[config.mk]
export PLATFORM = sky130hd
export DESIGN_NAME = spi_xfer_ctrl
export DESIGN_NICKNAME = d
export VERILOG_FILES = /design/src/rtl/spi_xfer_ctrl.sv
export SDC_FILE = /design/constraint.sdc
export NUM_CORES = 1
export LEC_CHECK = 0
export ABC_CLOCK_PERIOD_IN_PS = 7800
export CAP_MARGIN = 20
export CORE_MARGIN = 2
export CORE_UTILIZATION = 41
export DETAILED_ROUTE_END_ITERATION = 7
export PLACE_DENSITY_LB_ADDON = 0.15
export SYNTH_ARGS = -nofsm -noshare
export SYNTH_HDL_FRONTEND = slang
export SYNTH_SLANG_ARGS = --single-unit
[constraint.sdc]
create_clock -name wb_clk_in -period 7.8 [get_ports wb_clk_in]
set_input_delay 0.78 -clock wb_clk_in [delete_from_list [all_inputs] [get_ports wb_clk_in]]
set_output_delay 0.78 -clock wb_clk_in [all_outputs]
set_load 0.02 [all_outputs]
[src/rtl/spi_xfer_ctrl.sv]
// SPI master transfer sequencer: shifts MOSI/MISO on spi_clk_gen strobes.
// Optional done interrupt enabled by defining SPI_XFER_IRQ_EN.
module spi_xfer_ctrl #(
    parameter int MAX_CHAR = 32,
    parameter int CNT_W    = 5,
    parameter int SS_NB    = 8
) (
    input  logic                wb_clk_in,
    input  logic                wb_rst,
    input  logic                start,
    input  logic [CNT_W-1:0]    char_len,
    input  logic                lsb,
    input  logic                tx_negedge,
    input  logic                rx_negedge,
    input  logic                auto_ss,
    input  logic [SS_NB-1:0]    ss_sel,
    input  logic [MAX_CHAR-1:0] tx_data,
    input  logic                cpol_0,
    input  logic                cpol_1,
    input  logic                miso,
    output logic                go,
    output logic                tip,
    output logic                mosi,
    output logic [SS_NB-1:0]    ss_pad_o,
    output logic [MAX_CHAR-1:0] rx_data,
    output logic                done
`ifdef SPI_XFER_IRQ_EN
    ,
    input  logic                irq_en,
    input  logic                irq_ack,
    output logic                irq
`endif
);

    localparam int CW = CNT_W + 1;

    typedef enum logic [1:0] {IDLE, SHIFT, DONE} state_t;

    state_t              state_q, state_d;
    logic [CW-1:0]       cnt_q, cnt_d;
    logic [CW-1:0]       txrem_q, txrem_d;
    logic [CW-1:0]       len_q, len_d;
    logic [CNT_W-1:0]    txidx_q, txidx_d;
    logic                lsb_q, lsb_d;
    logic                txneg_q, txneg_d;
    logic                rxneg_q, rxneg_d;
    logic [MAX_CHAR-1:0] txd_q, txd_d;
    logic                mosi_q, mosi_d;
    logic [MAX_CHAR-1:0] rx_q, rx_d;
    logic [SS_NB-1:0]    ss_q, ss_d;

    logic [CW-1:0]       len_in;
    logic [CW-1:0]       len_m1;
    logic [CNT_W-1:0]    first_idx;
    logic [CW-1:0]       rx_pos;
    logic [CNT_W-1:0]    rxidx;
    logic [CNT_W-1:0]    txidx_n;
    logic                tx_edge;
    logic                rx_edge;

    // char_len of zero stands for a full MAX_CHAR-bit character
    assign len_in    = (char_len == '0) ? CW'(MAX_CHAR) : {1'b0, char_len};
    assign len_m1    = len_in - CW'(1);
    assign first_idx = lsb ? '0 : len_m1[CNT_W-1:0];

    assign rx_pos  = lsb_q ? (len_q - cnt_q) : (cnt_q - CW'(1));
    assign rxidx   = rx_pos[CNT_W-1:0];
    assign txidx_n = lsb_q ? (txidx_q + CNT_W'(1)) : (txidx_q - CNT_W'(1));

    assign tx_edge = txneg_q ? cpol_1 : cpol_0;
    assign rx_edge = rxneg_q ? cpol_1 : cpol_0;

    assign go       = (state_q == SHIFT);
    assign tip      = (state_q == SHIFT);
    assign done     = (state_q == DONE);
    assign mosi     = mosi_q;
    assign rx_data  = rx_q;
    assign ss_pad_o = ss_q;

    always_comb begin
        state_d = state_q;
        cnt_d   = cnt_q;
        txrem_d = txrem_q;
        len_d   = len_q;
        txidx_d = txidx_q;
        lsb_d   = lsb_q;
        txneg_d = txneg_q;
        rxneg_d = rxneg_q;
        txd_d   = txd_q;
        mosi_d  = mosi_q;
        rx_d    = rx_q;
        ss_d    = auto_ss ? ~(ss_sel & {SS_NB{tip}}) : ~ss_sel;
        case (state_q)
            IDLE: begin
                if (start) begin
                    state_d = SHIFT;
                    cnt_d   = len_in;
                    txrem_d = len_in;
                    len_d   = len_in;
                    lsb_d   = lsb;
                    txneg_d = tx_negedge;
                    rxneg_d = rx_negedge;
                    txd_d   = tx_data;
                    txidx_d = first_idx;
                    mosi_d  = tx_data[first_idx];
                    rx_d    = '0;
                end
            end
            SHIFT: begin
                if (tx_edge && (txrem_q > CW'(1))) begin
                    txidx_d = txidx_n;
                    mosi_d  = txd_q[txidx_n];
                    txrem_d = txrem_q - CW'(1);
                end
                // rx index is derived from the pre-decrement count
                if (rx_edge) begin
                    rx_d[rxidx] = miso;
                    cnt_d       = cnt_q - CW'(1);
                    if (cnt_q == CW'(1)) begin
                        state_d = DONE;
                    end
                end
            end
            DONE: begin
                state_d = IDLE;
            end
            default: begin
                state_d = IDLE;
            end
        endcase
    end

    always_ff @(posedge wb_clk_in or negedge wb_rst) begin
        if (!wb_rst) begin
            state_q <= IDLE;
            cnt_q   <= '0;
            txrem_q <= '0;
            len_q   <= '0;
            txidx_q <= '0;
            lsb_q   <= 1'b0;
            txneg_q <= 1'b0;
            rxneg_q <= 1'b0;
            txd_q   <= '0;
            mosi_q  <= 1'b0;
            rx_q    <= '0;
            ss_q    <= '1;
        end else begin
            state_q <= state_d;
            cnt_q   <= cnt_d;
            txrem_q <= txrem_d;
            len_q   <= len_d;
            txidx_q <= txidx_d;
            lsb_q   <= lsb_d;
            txneg_q <= txneg_d;
            rxneg_q <= rxneg_d;
            txd_q   <= txd_d;
            mosi_q  <= mosi_d;
            rx_q    <= rx_d;
            ss_q    <= ss_d;
        end
    end

`ifdef SPI_XFER_IRQ_EN
    logic irq_q, irq_d;

    // a new done outranks a concurrent acknowledge
    always_comb begin
        irq_d = irq_q;
        if (done && irq_en) begin
            irq_d = 1'b1;
        end else if (irq_ack) begin
            irq_d = 1'b0;
        end
    end

    always_ff @(posedge wb_clk_in or negedge wb_rst) begin
        if (!wb_rst) begin
            irq_q <= 1'b0;
        end else begin
            irq_q <= irq_d;
        end
    end

    assign irq = irq_q;
`endif

endmodule
==> results.md <==
* Highest clock rate at 0.2776 GHz
* Largest net degree at the start of global routing at 76
* Die X at 119.4 µm
* Worst Setup Start Kind: primary input
* Status: finished, final reports clean
* Number of global-route vias before repair at 4,606
* HPWL after DPL at 10,230 µm
* CTS tree: yes
* Largest family of logic cells by synthesized area: simple AND/OR/NAND/NOR gates
* Post-Route Setup TNS at 0 ns
* Avg Inst Size Synth at 9.386 µm²
* Crit path kind: in -> reg
* Final wirelength at 14,420 µm
* Fraction of registers with async set/reset at 100.0%
* Period utilisation layout at 46.19%
* CTS Buf Count at 9
* Sequential cell area fraction in the yosys report at 45.99%
* Number of diodes at 0
* Lkg Pwr at 2.958 nW
* Critical-path top delay cell: clkdlybuf4s50_1
* Total iterations of the first detailed-routing run at 5
* Cts repair resizes at 0
* Mapped Cells at 582
* RSZ-0062 raised after global routing: false
* Post-synthesis cell type count at 60
* WL/cell at 17.09 µm
* Synth top area cells: dfrtp_1 42%, nand2_1 10%, mux4_2 4.5%
* Pwr dens at 444.1 mW/mm²
* Initial antenna violation count at 0
* FILL cells at 1,207
* Die height at 119.4 µm
* Gr usage total at 21.19%
* Residual DRC at 0
* Hold-fix buffers, CTS at 0
* # H-tree levels at 3
* Setup violators final at 0
* First-pass GRT wire length at 23,920 µm
* Max_cap viols at 0
* Dominant synthesized flop cell: dfrtp_1
* Post-Synth Simple-Gate Area at 20.43%
* Nets at 732
* Yosys top cell area share at 42.14%
* Fin. max-slew vios at 0
* Most frequent cell after synthesis: nand2_1
* Final Hold Viols at 0
* Min-Delay Path Class: in -> async
* Die area at 0.01426 mm²
* Dpl ws at 3.867 ns
* Clock Sinks at 100
* Minimum clock period at 3.603 ns
* Slew HR at 37.67%
* Vias per cell at 5.449
* Syn Nets at 651
* I/O pin count at 99
* Layout Utilization at 51.90%
* Layout cells sized above 1 at 7.635%
* Congestion Overflow GR at 0
* Post-synthesis compound-gate area fraction at 16.70%
* Initial core utilization at 41.58%
* Crit-path cells: clkdlybuf4s50_1 -> inv_1 -> ha_1 -> xor2_1 -> mux4_2 -> a22o_1 -> a211oi_1 -> nor3_1 -> a2111o_1
* Design Power at 3.028 mW
* Area growth, synth to finish at 24.81%
* Gpl congestion at 0.8956
* CTS clk-pin slew, worst paths at 0.07 ns
* IO buf count at 98
* Number of synthesized flops with an enable pin at 0
* Worst-path fanout max at 12
* Initial DRC count at 305
* Skew-Pair Late Insertion Delay at 0.35 ns
* Synth Area in XOR/XNOR at 2.084%
* Post-Syn Area at 0.005463 mm²
* Synth top cells by count: 145 x nand2_1, 92 x dfrtp_1, 40 x nor2_1, 36 x o21ai_0
* WP data arrival at 3.83 ns
* Clk buf depth at 2
* Synth Warn # at 0
* Largest area contributor in the netlist: dfrtp_1
* CP Data Required Time at 8.03 ns
* Post-CTS Setup Bufs at 0
* Setup ws final at 4.197 ns
* CP max stage delay at 0.78 ns
* Core Footprint at 0.01314 mm²
* Setup Skew at 0.008377 ns
* Multiplexer area fraction after synthesis at 6.986%
* Worst VDD drop at 0.0001609 V
* Via count at 4,599
* Final ANT Viol Nets at 0
* Rows at 42
* Adder-Cell Fraction of Synth Area at 3.481%
* Critical Path End Type: flop
* Clock root buffer: clkbuf_16
* Worst Tran Pin Value at 0.9333 ns
* Number of synthesized register bits at 100
routing by layer:
metal,global-route usage (%),vias up,share of wire (%)
met2,34.23,147,47
met1,29.18,2216,46
li1,-,2223,-
met4,7.574,0,1.7
met3,3.113,13,4.8
met5,0,-,0
placed cells by master (no fill, tap or decap), types with 13 or more instances in the layout:
cell type,n
dfrtp_1,92
nand2b_1,13
clkdlybuf4s50_1,97
a32o_1,16
o21ai_0,36
nand2_1,144
o311ai_0,16
inv_1,18
a21oi_1,20
nor2_1,40
nand3_1,20
per-stage QoR:
stage / hold slack (ns) / cell area [µm²] / instances
after floorplan: 0.4373 / 5463 / 582
after global placement: 0.4511 / 6525 / 827
after detailed placement: 0.4618 / 6525 / 827
after CTS: 0.3810 / 6807 / 843
after global routing: 0.4051 / 6818 / 844
final: 0.3731 / 6818 / 844
registers in the layout, summed over array words and instances (netlist names), 2 cells and up:
register,flops
txidx_q,5
rx_data,32
state_q,2
txrem_q,6
txd_q,32
ss_pad_o,8
cnt_q,6
len_q,5
area by class of cell:
class / count / area [µm²] / area share (%)
multi-input combinational: 431 / 2716 / 39.84
sequential: 100 / 2512 / 36.85
timing repair buffer: 103 / 1020 / 14.96
clock buffer: 13 / 260.3 / 3.817
tap: 176 / 220.2 / 3.230
inverter: 18 / 67.56 / 0.9910
clock inverter: 3 / 21.27 / 0.3120
report_power, final:
part	switching, mW	internal [mW]	total [mW]
clock	0.197	0.234	0.431
sequential	0.162	0.731	0.893
combinational	0.993	0.711	1.70
total	1.35	1.68	3.03
worst max-delay path, delay by kind of cell:
| family | cells | cell delay [ns] |
|---|---|---|
| compound gates | 3 | 0.80 |
| xor+xnor | 1 | 0.48 |
| mux | 1 | 0.39 |
| simple gates | 1 | 0.08 |
| fa+ha+maj | 1 | 0.30 |
| buf+inv | 2 | 1.00 |
logic make-up after synthesis:
kind of cell	after synthesis
XOR/XNOR	13
adder cells (fa/ha/maj)	14
buffers and inverters	51
multiplexers	21
AO/OA/AOI/OAI	131
flip-flops	100
AND/OR/NAND/NOR	252
final timing paths:
kind	slack, ns	to	startpoint	cells past startpoint
min in group wb_clk_in	0.47	txd_q[8]$_DFFE_PN0P_	txd_q[8]$_DFFE_PN0P_	2
worst max-delay path	4.20	mosi$_DFFE_PN0P_	char_len[0]	9
worst min-delay path	0.37	txd_q[1]$_DFFE_PN0P_	wb_rst	1
worst min register to register	0.47	txd_q[8]$_DFFE_PN0P_	txd_q[8]$_DFFE_PN0P_	2
max in group asynchronous	6.21	txd_q[29]$_DFFE_PN0P_	wb_rst	2
worst max register to register	4.49	mosi$_DFFE_PN0P_	txidx_q[0]$_DFFE_PN0P_	7
Note: power is estimated with default switching activity, not from simulation.
